[src/rtl/alu_pkg.sv]
// Shared definitions for the packed-instruction ALU interface: opcodes,
// instruction field layout, result width and the initiator FSM states.
package alu_pkg;

  localparam int OPND_W   = 3;
  localparam int OP_W     = 2;
  localparam int INSTR_W  = 8;
  localparam int RESULT_W = 6;

  localparam int A_LSB  = 0;
  localparam int B_LSB  = 3;
  localparam int OP_LSB = 6;

  typedef enum logic [OP_W-1:0] {
    OP_ADD = 2'b00,
    OP_SUB = 2'b01,
    OP_MUL = 2'b10,
    OP_DIV = 2'b11
  } alu_op_e;

  typedef enum logic [1:0] {
    ST_IDLE  = 2'b00,
    ST_ISSUE = 2'b01,
    ST_WAIT  = 2'b10,
    ST_RESP  = 2'b11
  } state_e;

  function automatic logic is_div_by_zero(input alu_op_e op, input logic [OPND_W-1:0] b);
    return (op == OP_DIV) && (b == '0);
  endfunction

endpackage

[src/rtl/alu_golden_calc.sv]
// Combinational golden model of the ALU core: operands zero-extended to 8 bits,
// result is the full 8-bit value (callers compare the low RESULT_W bits).
module alu_golden_calc
  import alu_pkg::*;
(
  input  alu_op_e                  i_op,
  input  logic [OPND_W-1:0]        i_a,
  input  logic [OPND_W-1:0]        i_b,
  output logic [INSTR_W-1:0]       o_golden,
  output logic                     o_div_by_zero
);

  logic [INSTR_W-1:0] w_a8;
  logic [INSTR_W-1:0] w_b8;

  assign w_a8          = {{(INSTR_W-OPND_W){1'b0}}, i_a};
  assign w_b8          = {{(INSTR_W-OPND_W){1'b0}}, i_b};
  assign o_div_by_zero = is_div_by_zero(i_op, i_b);

  // NOTE: every output of a combinational block gets a default first, so no path can infer a latch.
  always_comb begin
    o_golden = '0;
    case (i_op)
      OP_ADD: o_golden = w_a8 + w_b8;
      OP_SUB: o_golden = w_a8 - w_b8;
      OP_MUL: o_golden = w_a8 * w_b8;
      OP_DIV: if (!o_div_by_zero) o_golden = w_a8 / w_b8;
      default: o_golden = '0;
    endcase
  end

endmodule

[src/rtl/alu_cmd_initiator.sv]
// Initiator for the packed-instruction ALU: packs requests into instruction bytes,
// pulses the ALU enable, checks the registered result and returns it with statistics.
module alu_cmd_initiator
  import alu_pkg::*;
#(
  parameter int SETTLE_CYCLES = 1,
  parameter int CNT_W         = 8
) (
  input  logic                 clk,
  input  logic                 rst,
  input  logic                 req_valid,
  output logic                 req_ready,
  input  logic [1:0]           req_op,
  input  logic [2:0]           req_a,
  input  logic [2:0]           req_b,
  output logic [7:0]           alu_instr,
  output logic                 alu_ena,
  input  logic [7:0]           alu_out,
  output logic                 rsp_valid,
  input  logic                 rsp_ready,
  output logic [5:0]           rsp_result,
  output logic [1:0]           rsp_op,
  output logic                 rsp_err,
  output logic                 rsp_mismatch,
  output logic                 busy,
  output logic [CNT_W-1:0]     op_count,
  output logic [CNT_W-1:0]     err_count
);

  localparam int SETTLE_W = 4;

  state_e               r_state;
  state_e               w_next;
  alu_op_e              r_op;
  logic [OPND_W-1:0]    r_a;
  logic [OPND_W-1:0]    r_b;
  logic [SETTLE_W-1:0]  r_settle;
  logic [RESULT_W-1:0]  r_rsp_result;
  alu_op_e              r_rsp_op;
  logic                 r_rsp_err;
  logic                 r_rsp_mismatch;
  logic [CNT_W-1:0]     r_op_count;
  logic [CNT_W-1:0]     r_err_count;

  logic                 w_accept;
  logic                 w_req_dz;
  logic                 w_settle_dec;
  logic                 w_capture;
  logic                 w_consume;
  logic                 w_mismatch;
  logic [INSTR_W-1:0]   w_golden;
  logic                 w_unused_dz;
  logic                 w_unused_golden_hi;

  alu_golden_calc u_golden (
    .i_op          (r_op),
    .i_a           (r_a),
    .i_b           (r_b),
    .o_golden      (w_golden),
    .o_div_by_zero (w_unused_dz)
  );

  assign w_unused_golden_hi = ^w_golden[INSTR_W-1:RESULT_W];
  assign w_req_dz   = is_div_by_zero(alu_op_e'(req_op), req_b);
  assign w_mismatch = (alu_out[RESULT_W-1:0] != w_golden[RESULT_W-1:0]) ||
                      (alu_out[OP_LSB +: OP_W] != r_op);

  // NOTE: state registers use non-blocking assignments so every flop samples pre-edge values.
  always_ff @(posedge clk) begin
    if (rst) r_state <= ST_IDLE;
    else     r_state <= w_next;
  end

  always_comb begin
    w_next       = r_state;
    w_accept     = 1'b0;
    w_settle_dec = 1'b0;
    w_capture    = 1'b0;
    w_consume    = 1'b0;
    case (r_state)
      ST_IDLE: begin
        if (req_valid && req_ready) begin
          w_accept = 1'b1;
          w_next   = w_req_dz ? ST_RESP : ST_ISSUE;
        end
      end
      ST_ISSUE: w_next = ST_WAIT;
      ST_WAIT: begin
        if (r_settle == '0) begin
          w_capture = 1'b1;
          w_next    = ST_RESP;
        end else begin
          w_settle_dec = 1'b1;
        end
      end
      ST_RESP: begin
        if (rsp_ready) begin
          w_consume = 1'b1;
          w_next    = ST_IDLE;
        end
      end
      default: w_next = ST_IDLE;
    endcase
  end

  always_ff @(posedge clk) begin
    if (rst) begin
      r_op           <= OP_ADD;
      r_a            <= '0;
      r_b            <= '0;
      r_settle       <= '0;
      r_rsp_result   <= '0;
      r_rsp_op       <= OP_ADD;
      r_rsp_err      <= 1'b0;
      r_rsp_mismatch <= 1'b0;
      r_op_count     <= '0;
      r_err_count    <= '0;
    end else begin
      if (w_accept) begin
        r_op     <= alu_op_e'(req_op);
        r_a      <= req_a;
        r_b      <= req_b;
        r_settle <= SETTLE_W'(SETTLE_CYCLES - 1);
        // A rejected divide skips the ALU entirely and answers straight from IDLE.
        if (w_req_dz) begin
          r_rsp_result   <= '0;
          r_rsp_op       <= alu_op_e'(req_op);
          r_rsp_err      <= 1'b1;
          r_rsp_mismatch <= 1'b0;
        end
      end
      if (w_settle_dec) r_settle <= r_settle - 1'b1;
      if (w_capture) begin
        r_rsp_result   <= alu_out[RESULT_W-1:0];
        r_rsp_op       <= r_op;
        r_rsp_err      <= 1'b0;
        r_rsp_mismatch <= w_mismatch;
      end
      if (w_consume) begin
        if (r_op_count != '1) r_op_count <= r_op_count + 1'b1;
        if ((r_rsp_err || r_rsp_mismatch) && (r_err_count != '1))
          r_err_count <= r_err_count + 1'b1;
      end
    end
  end

  // The instruction stays on the bus through WAIT so the ALU's opcode echo remains valid.
  assign alu_instr    = ((r_state == ST_ISSUE) || (r_state == ST_WAIT)) ?
                        {r_op, r_b, r_a} : '0;
  assign alu_ena      = (r_state == ST_ISSUE);
  assign req_ready    = (r_state == ST_IDLE) && !rst;
  assign rsp_valid    = (r_state == ST_RESP);
  assign busy         = (r_state != ST_IDLE);
  assign rsp_result   = r_rsp_result;
  assign rsp_op       = r_rsp_op;
  assign rsp_err      = r_rsp_err;
  assign rsp_mismatch = r_rsp_mismatch;
  assign op_count     = r_op_count;
  assign err_count    = r_err_count;

endmodule

[config.mk]
export PLATFORM = sky130hd
export DESIGN_NAME = alu_cmd_initiator
export DESIGN_NICKNAME = d
export VERILOG_FILES = /design/src/rtl/alu_pkg.sv /design/src/rtl/alu_golden_calc.sv /design/src/rtl/alu_cmd_initiator.sv
export SDC_FILE = /design/constraint.sdc
export NUM_CORES = 1
export LEC_CHECK = 0
export ABC_AREA = 1
export BUFFER_PORTS_ARGS = -buffer_cell sky130_fd_sc_hd__buf_2
export CAP_MARGIN = 20
export CORE_ASPECT_RATIO = 1.25
export CORE_UTILIZATION = 30
export DETAILED_ROUTE_END_ITERATION = 7
export PLACE_DENSITY = 0.53
export SYNTH_ARGS = -nofsm -noshare
export SYNTH_HDL_FRONTEND = slang
export SYNTH_SLANG_ARGS = --single-unit
[constraint.sdc]
create_clock -name clk -period 10.8 [get_ports clk]
set_clock_uncertainty 0.2 [all_clocks]
set_input_delay 2.16 -clock clk [delete_from_list [all_inputs] [get_ports clk]]
set_output_delay 2.16 -clock clk [all_outputs]
set_load 0.02 [all_outputs]
==> metrics.md, run 1 <==
| Metric | Value |
|---|---|
| Final Hold Vio Count | 0 |
| H-Tree Level Count | 2 |
| Ports | just under 60 |
| Ant diodes | 0 |
| Most common cell after layout, fill and taps aside | nand2_1 |
| Global-route wire length before repair | 15,610 um |
| Slew of the pin with the lowest slew margin | 0.7899 ns |
| # hold bufs at CTS | 0 |
| Min-delay src | rsp_result[5] |
| Maximum capacitance violations | 0 |
| Total GRT Usage | 15.27% |
| Share of layout cells above drive strength 1 | roughly 18% |
| Synth Flop Type | dfxtp_1 |
| Synth cell types | 45 |
| Worst hold path type | flop to flop |
| Initial antenna violation count | 0 |
| Critical path endpoint category | flop |
| Drt first pass iters | 4 |
| Highest Clock Rate | 109.0 MHz |
| DR iter-0 viols | 126 |
| Die height | 125.7 um |
| Yosys Warn Count | 0 |
| Slew Limit Fails | 0 |
| Skew-Pair Late Insertion Delay | 0.28 ns |
| Die Span X | 101.0 um |
| Wire per inst | 11.96 um |
| Post-DRT Antenna Nets | 0 |
| RSZ-0062 raised after global routing | false |
| Most frequent cells in the layout | 113 x nand2_1, 92 x inv_1, 57 x buf_2 |
| CTS clk-pin slew, worst paths | about 0.060 ns |
| Status | complete, no violations |
| Row count | 44 |
| Post-synth EDFFs | 0 |
| CTS root buf | clkbuf_16 |
| Worst path slowest cell | dfxtp_1 |
| Post-CTS Setup Bufs | 0 |
| Worst Setup Path Type | flop to flop |
| Async S/R FF share, synth | 0% |
| Crit path DAT | a little over 9 ns |
| CTS tree | built |
| Final net count | 667 |
| Worst setup SP type | flop |
| Final Setup Violations | 0 |
| Num CTS Buffers | 5 |
| Max FO, Critical Path | 8 |
| Final TNS setup | 0 ns |
| Cells after Synth | 544 |
| Full die area | 0.01269 mm2 |
| DR vias | 3,548 |
| Deepest clock path buffer count | 2 |
| Critical Path Start | r_b[0] |
| GP Congestion | 0.8738 |
| Vias in the first global route | roughly 3,400 |
| Slew HR | approximately 47% |
| Post-synthesis sequential area ratio | 21.80% |
| Area Overhead vs Synth | 17.27% |
| GRT overflow | 0 |
| Critical Path RT | 10.77 ns |
| Period minus WS final | 9.178 ns |
| DRC errors left | 0 |
| Max incr delay on CP | 0.50 ns |
| CTS resizes | 0 |
| Synthesized area | 0.003674 mm2 |
| Hpwl dp | 7330 um |
| Synthesized area per cell | 6.753 um2 |
| Worst reg2reg startpoint | r_b[0] |
| Largest net degree at the start of global routing | 28 |
| Port buffer count | 57 |
| Register bit total from synthesis | 40 |
| Tcrit/Tclk final | 84.98% |
| Drt total wl | about 9000 um |
| Clk sinks | 40 |
| Starting density of the core | 31.18% |
| Core area | about 0.012 mm2 |
| Post-DR vias/cell | between 4 and 5 |
[per-stage QoR]
stage / hold WS [ns] / cell area [um2] / utilization [%] / worst slack [ns] / cells
finish: 0.2626 / 4308 / 36.57 / 1.622 / 764
global placement: 0.2502 / 4130 / 35.06 / 2.078 / 756
CTS: 0.2666 / 4308 / 36.57 / 1.604 / 764
global route: 0.2888 / 4308 / 36.57 / 0.6284 / 764
floorplan: 0.2492 / 3681 / - / 2.673 / 546
detailed placement: 0.2548 / 4130 / 35.06 / 1.639 / 756
[cell type report]
| cell class | instances | area (um2) |
|---|---|---|
| Clock inverter | 2 | 38.79 |
| Timing Repair Buffer | 57 | 285.3 |
| Tap cell | 161 | 201.4 |
| Inverter | 97 | 364.1 |
| Multi-Input combinational cell | 401 | 2479 |
| Fill cell | 1295 | 7473 |
| Sequential cell | 40 | 800.8 |
| Clock buffer | 6 | 138.9 |
[path summary, 6_finish.rpt]
| check | endpoint | slack, ns | cells after the start |
|---|---|---|---|
| hold reg to reg | rsp_result[5] | 0.26 | 2 |
| setup / recovery | rsp_mismatch | 1.62 | 63 |
| hold / removal | rsp_result[5] | 0.26 | 2 |
| setup reg to reg | rsp_mismatch | 1.62 | 63 |
[flip-flops by register name, indices dropped and copies added (netlist names)]
register / flops
err_count: 8
op_count: 8
r_a: 3
r_b: 3
r_op: 2
r_settle: 4
r_state: 2
rsp_err: 1
rsp_mismatch: 1
rsp_op: 2
rsp_result: 6
[per-layer routing]
metal	share of wire [%]	global-route usage (%)	up-vias
li1	-	-	1863
met1	44	17.77	1602
met2	51	28.04	71
met3	3.1	2.109	12
met4	1.6	5.456	0
met5	0	0	-
[cell families (layout without fill, tap and decap cells)]
| family | Yosys count | count (layout) | share of synthesized area, % |
|---|---|---|---|
| compound gates | 98 | 98 | 15.74 |
| xor+xnor | 16 | 16 | 3.815 |
| fa+ha+maj | 45 | 45 | 16.14 |
| buf+inv | 105 | 162 | 10.93 |
| flops | 40 | 40 | 21.80 |
| mux | 1 | 1 | 0.2725 |
| other cells | 2 | 4 | 0.2044 |
| simple gates | 237 | 237 | 31.10 |
[synth_stat cells (3+ instances only)]
cell type / instances / area share [%]
fa_1: 4 / 2.2
nor2_2: 3 / 0.51
nand2_2: 9 / 1.5
nand2_1: 113 / 12
a31oi_1: 3 / 0.51
nor2_1: 47 / 4.8
clkbuf_1: 7 / 0.72
inv_2: 4 / 0.41
nand3_1: 32 / 4.4
inv_1: 92 / 9.4
ha_1: 41 / 14
xor2_1: 9 / 2.1
o21ai_0: 35 / 4.8
dfxtp_1: 40 / 22
o211ai_1: 4 / 0.82
xnor2_1: 7 / 1.7
or2_2: 3 / 0.51
nand3_2: 5 / 1.4
nor3_1: 6 / 0.82
o21ai_1: 4 / 0.54
a21oi_1: 35 / 4.8
nand4_1: 6 / 1.0
[critical path: cells and delay by family, from the launching register on]
family,cells,cell delay (ns)
AOI/OAI and AO/OA,10,1.25
adders and majority gates,8,2.37
DFF,1,0.50
xor gates and xnor gates,1,0.18
buffers and inverters,13,1.12
and+or+nand+nor,31,3.43
Power of run 1 is left out: the tool's default activity adds up to more than one toggle a clock period on the data nets, which glitch-free logic cannot reach.
==> run 2, diff against run 1 <==
- ABC_AREA: 1 -> 0
- PLACE_DENSITY: 0.53 -> 0.55
- clock period: 10.8 -> 7.44 ns (I/O delays scaled with it)
==> run 2 against run 1 <==
Compared with the run above:
- the run now ends with setup timing left
- register-to-register slack got worse by 2.4 ns
- area after synthesis fell by 5.8%
- cell count fell by 10%
- die area is 5.7% lower
- maximum frequency is 11% higher
- non-clock buffer count rose by 64
- via count is 1.4% lower
- wire length rose by 7.8%
- count of clock-buffer cells in the layout up 2
- critical path depth is 20 lower
- global-route usage grew 1.3 points
- worst hold slack gained 0.0045 ns
==> metrics.md, run 2 <==
| Metric | Value |
|---|---|
| DR vias | ~3,500 |
| Final Hold Vio Count | 0 |
| Num CTS Buffers | 5 |
| Port buffer count | 57 |
| Hpwl dp | a little under 8000 um |
| Cells after Synth | 431 |
| Finished Cell Area | 0.004705 mm2 |
| Clk sinks | 40 |
| Worst setup SP type | flop |
| Hold Path Sink | rsp_result[5] |
| Highest Clock Rate | 121.3 MHz |
| Maximum capacitance violations | 0 |
| Placed Area | about 0.0045 mm2 |
| Most frequent cell after synthesis | nor2_1 |
| Critical path endpoint category | flop |
| Full die area | 0.01197 mm2 |
| Ant diodes | 0 |
| Worst hold path type | flop to flop |
| Row count | 43 |
| DRC errors left | 0 |
| Worst path slowest cell | or3_4 |
| Slew of the pin with the lowest slew margin | 0.7524 ns |
| Slew Limit Fails | 0 |
| Wire per inst | about 14 um |
| GP Congestion | roughly 0.8 |
| Ports | 58 |
| Yosys Warn Count | 0 |
| Vias in the first global route | around 3,500 |
| Register bit total from synthesis | 40 |
| Worst R2R Setup Slack | -0.81 ns |
| Period minus WS final | 8.247 ns |
| Async S/R FF share, synth | 0% |
| Worst reg2reg startpoint | r_b[0] |
| Starting density of the core | 30.93% |
| Slew HR | 49.84% |
| CTS clk-pin slew, worst paths | 0.06 ns |
| Cell mode on critical path | ha_4 |
| R2R depth | 43 |
| Worst reg2reg endpoint | rsp_mismatch |
| CTS tree | built |
| Deepest clock path buffer count | 2 |
| H-Tree Level Count | 2 |
| RSZ-0062 raised after global routing | true |
| Critical Path RT | 7.40 ns |
| Synthesized area per cell | 8.030 um2 |
| Final Setup Violations | 1 |
| Worst Setup Path Type | flop to flop |
| Die Span X | between 90 and 100 um |
| Synth Flop Type | dfxtp_1 |
| Post-synthesis sequential area ratio | 23.14% |
| Skew-Pair Late Insertion Delay | 0.28 ns |
| Final TNS setup | -0.8070 ns |
| DR iter-0 viols | 140 |
| Status | finished, violations left |
| Die height | around 120 um |
| Most frequent cells in the layout | 64 x buf_4, 57 x buf_2, 56 x nor2_1 |
| Share of layout cells above drive strength 1 | 32.07% |
| GRT overflow | 0 |
| Crit path DAT | 8.21 ns |
| Min-delay src | rsp_result[5] |
| Most common cell after layout, fill and taps aside | buf_4 |
| Setup ws final | -0.8070 ns |
| Most instantiated cells after synthesis | 58 x nor2_1, 41 x ha_1, 40 x dfxtp_1, 31 x nand2_1, 27 x a21oi_1 |
| Final net count | 616 |
| Drt first pass iters | 4 |
| Core area | approximately 0.011 mm2 |
| Failing checks | setup timing |
| Tcrit/Tclk final | 110.8% |
| Initial antenna violation count | 0 |
| Area Overhead vs Synth | 35.94% |
| Synth top area share | 23.14% |
| Drt total wl | around 9800 um |
| Synth top area cells | dfxtp_1 23%, ha_1 15%, nor2_1 6.3% |
| Synthesized area | 0.003461 mm2 |
| Total GRT Usage | 16.59% |
| Post-synth EDFFs | 0 |
| Synth area leader | dfxtp_1 |
| Post-DR vias/cell | 5.093 |
| Largest net degree at the start of global routing | 42 |
| Max FO, Critical Path | 4 |
| Synth cell types | 60 |
| Max incr delay on CP | 0.40 ns |
| Post-DRT Antenna Nets | 0 |
| Global-route wire length before repair | around 16,000 um |
| Cell depth of the worst hold path | 2 |
| CTS root buf | clkbuf_16 |
==> run 2: repair_timing <==
item / in CTS / in global routing
hold buffers: 0 / 0
setup endpoints to repair: 1 / 1
setup buffers: 6 / 0
gates resized for setup: 5 / 7
pin swaps: 11 / 0
==> run 2: final cells by class <==
cell class	count	area, um2
Sequential cell	40	808.3
Multi-Input combinational cell	360	2718
Tap cell	135	168.9
Fill cell	1155	6486
Inverter	23	97.59
Timing Repair Buffer	121	765.7
Clock buffer	8	146.4
==> run 2: cell families after synthesis <==
group / Yosys count / synth area share, %
AOI/OAI and AO/OA: 109 / 22.74
and+or+nand+nor: 166 / 23.43
xor gates and xnor gates: 26 / 6.580
other: 2 / 0.2170
adders and majority gates: 45 / 17.14
DFF: 40 / 23.14
muxes: 10 / 3.181
buffers and inverters: 33 / 3.579
==> run 2: worst max-delay path: cells and delay by family (launching register included) <==
kind	cells	cell delay (ns)
AO/OA/AOI/OAI	18	2.58
AND/OR/NAND/NOR	11	1.71
XOR/XNOR	1	0.12
multiplexers	3	0.93
adder cells (fa/ha/maj)	8	2.09
flip-flops	1	0.38
buffers and inverters	2	0.10
==> run 2: how the worst max path moves through the flow <==
| stage | cells after the start | slack, ns | end | start |
|---|---|---|---|---|
| final | 43 | -0.81 | rsp_mismatch | r_b[0] |
| after floorplan | 40 | -0.80 | rsp_mismatch | r_b[1] |
| after global routing | 43 | -1.21 | rsp_mismatch | r_b[0] |
| after global placement | 43 | -0.71 | rsp_mismatch | r_b[0] |
| after CTS | 43 | -0.72 | rsp_mismatch | r_b[0] |
| after detailed placement | 43 | -0.97 | rsp_mismatch | r_b[0] |
==> run 2: through the flow <==
step	hold slack [ns]	setup WS, ns	cells	utilization [%]
3_3_place_gp	0.2545	-0.7085	673	39.93
2_1_floorplan	0.2687	-0.7954	433	-
3_5_place_dp	0.2622	-0.9673	673	39.93
4_1_cts	0.2700	-0.7205	687	41.79
5_1_grt	0.2980	-1.206	687	42.04
6_report	0.2672	-0.8070	687	42.04
==> run 2: routing by layer <==
metal / up-vias / GRT usage (%) / share of wire, % / wire [um]
met5: - / 0 / 0 / 0
met4: 0 / 4.072 / 1.1 / 113
met3: 12 / 2.983 / 3.4 / 332
met2: 47 / 31.69 / 53 / 5235
met1: 1655 / 18.86 / 42 / 4165
li1: 1785 / - / - / -
Power of run 2 is left out for the same reason.
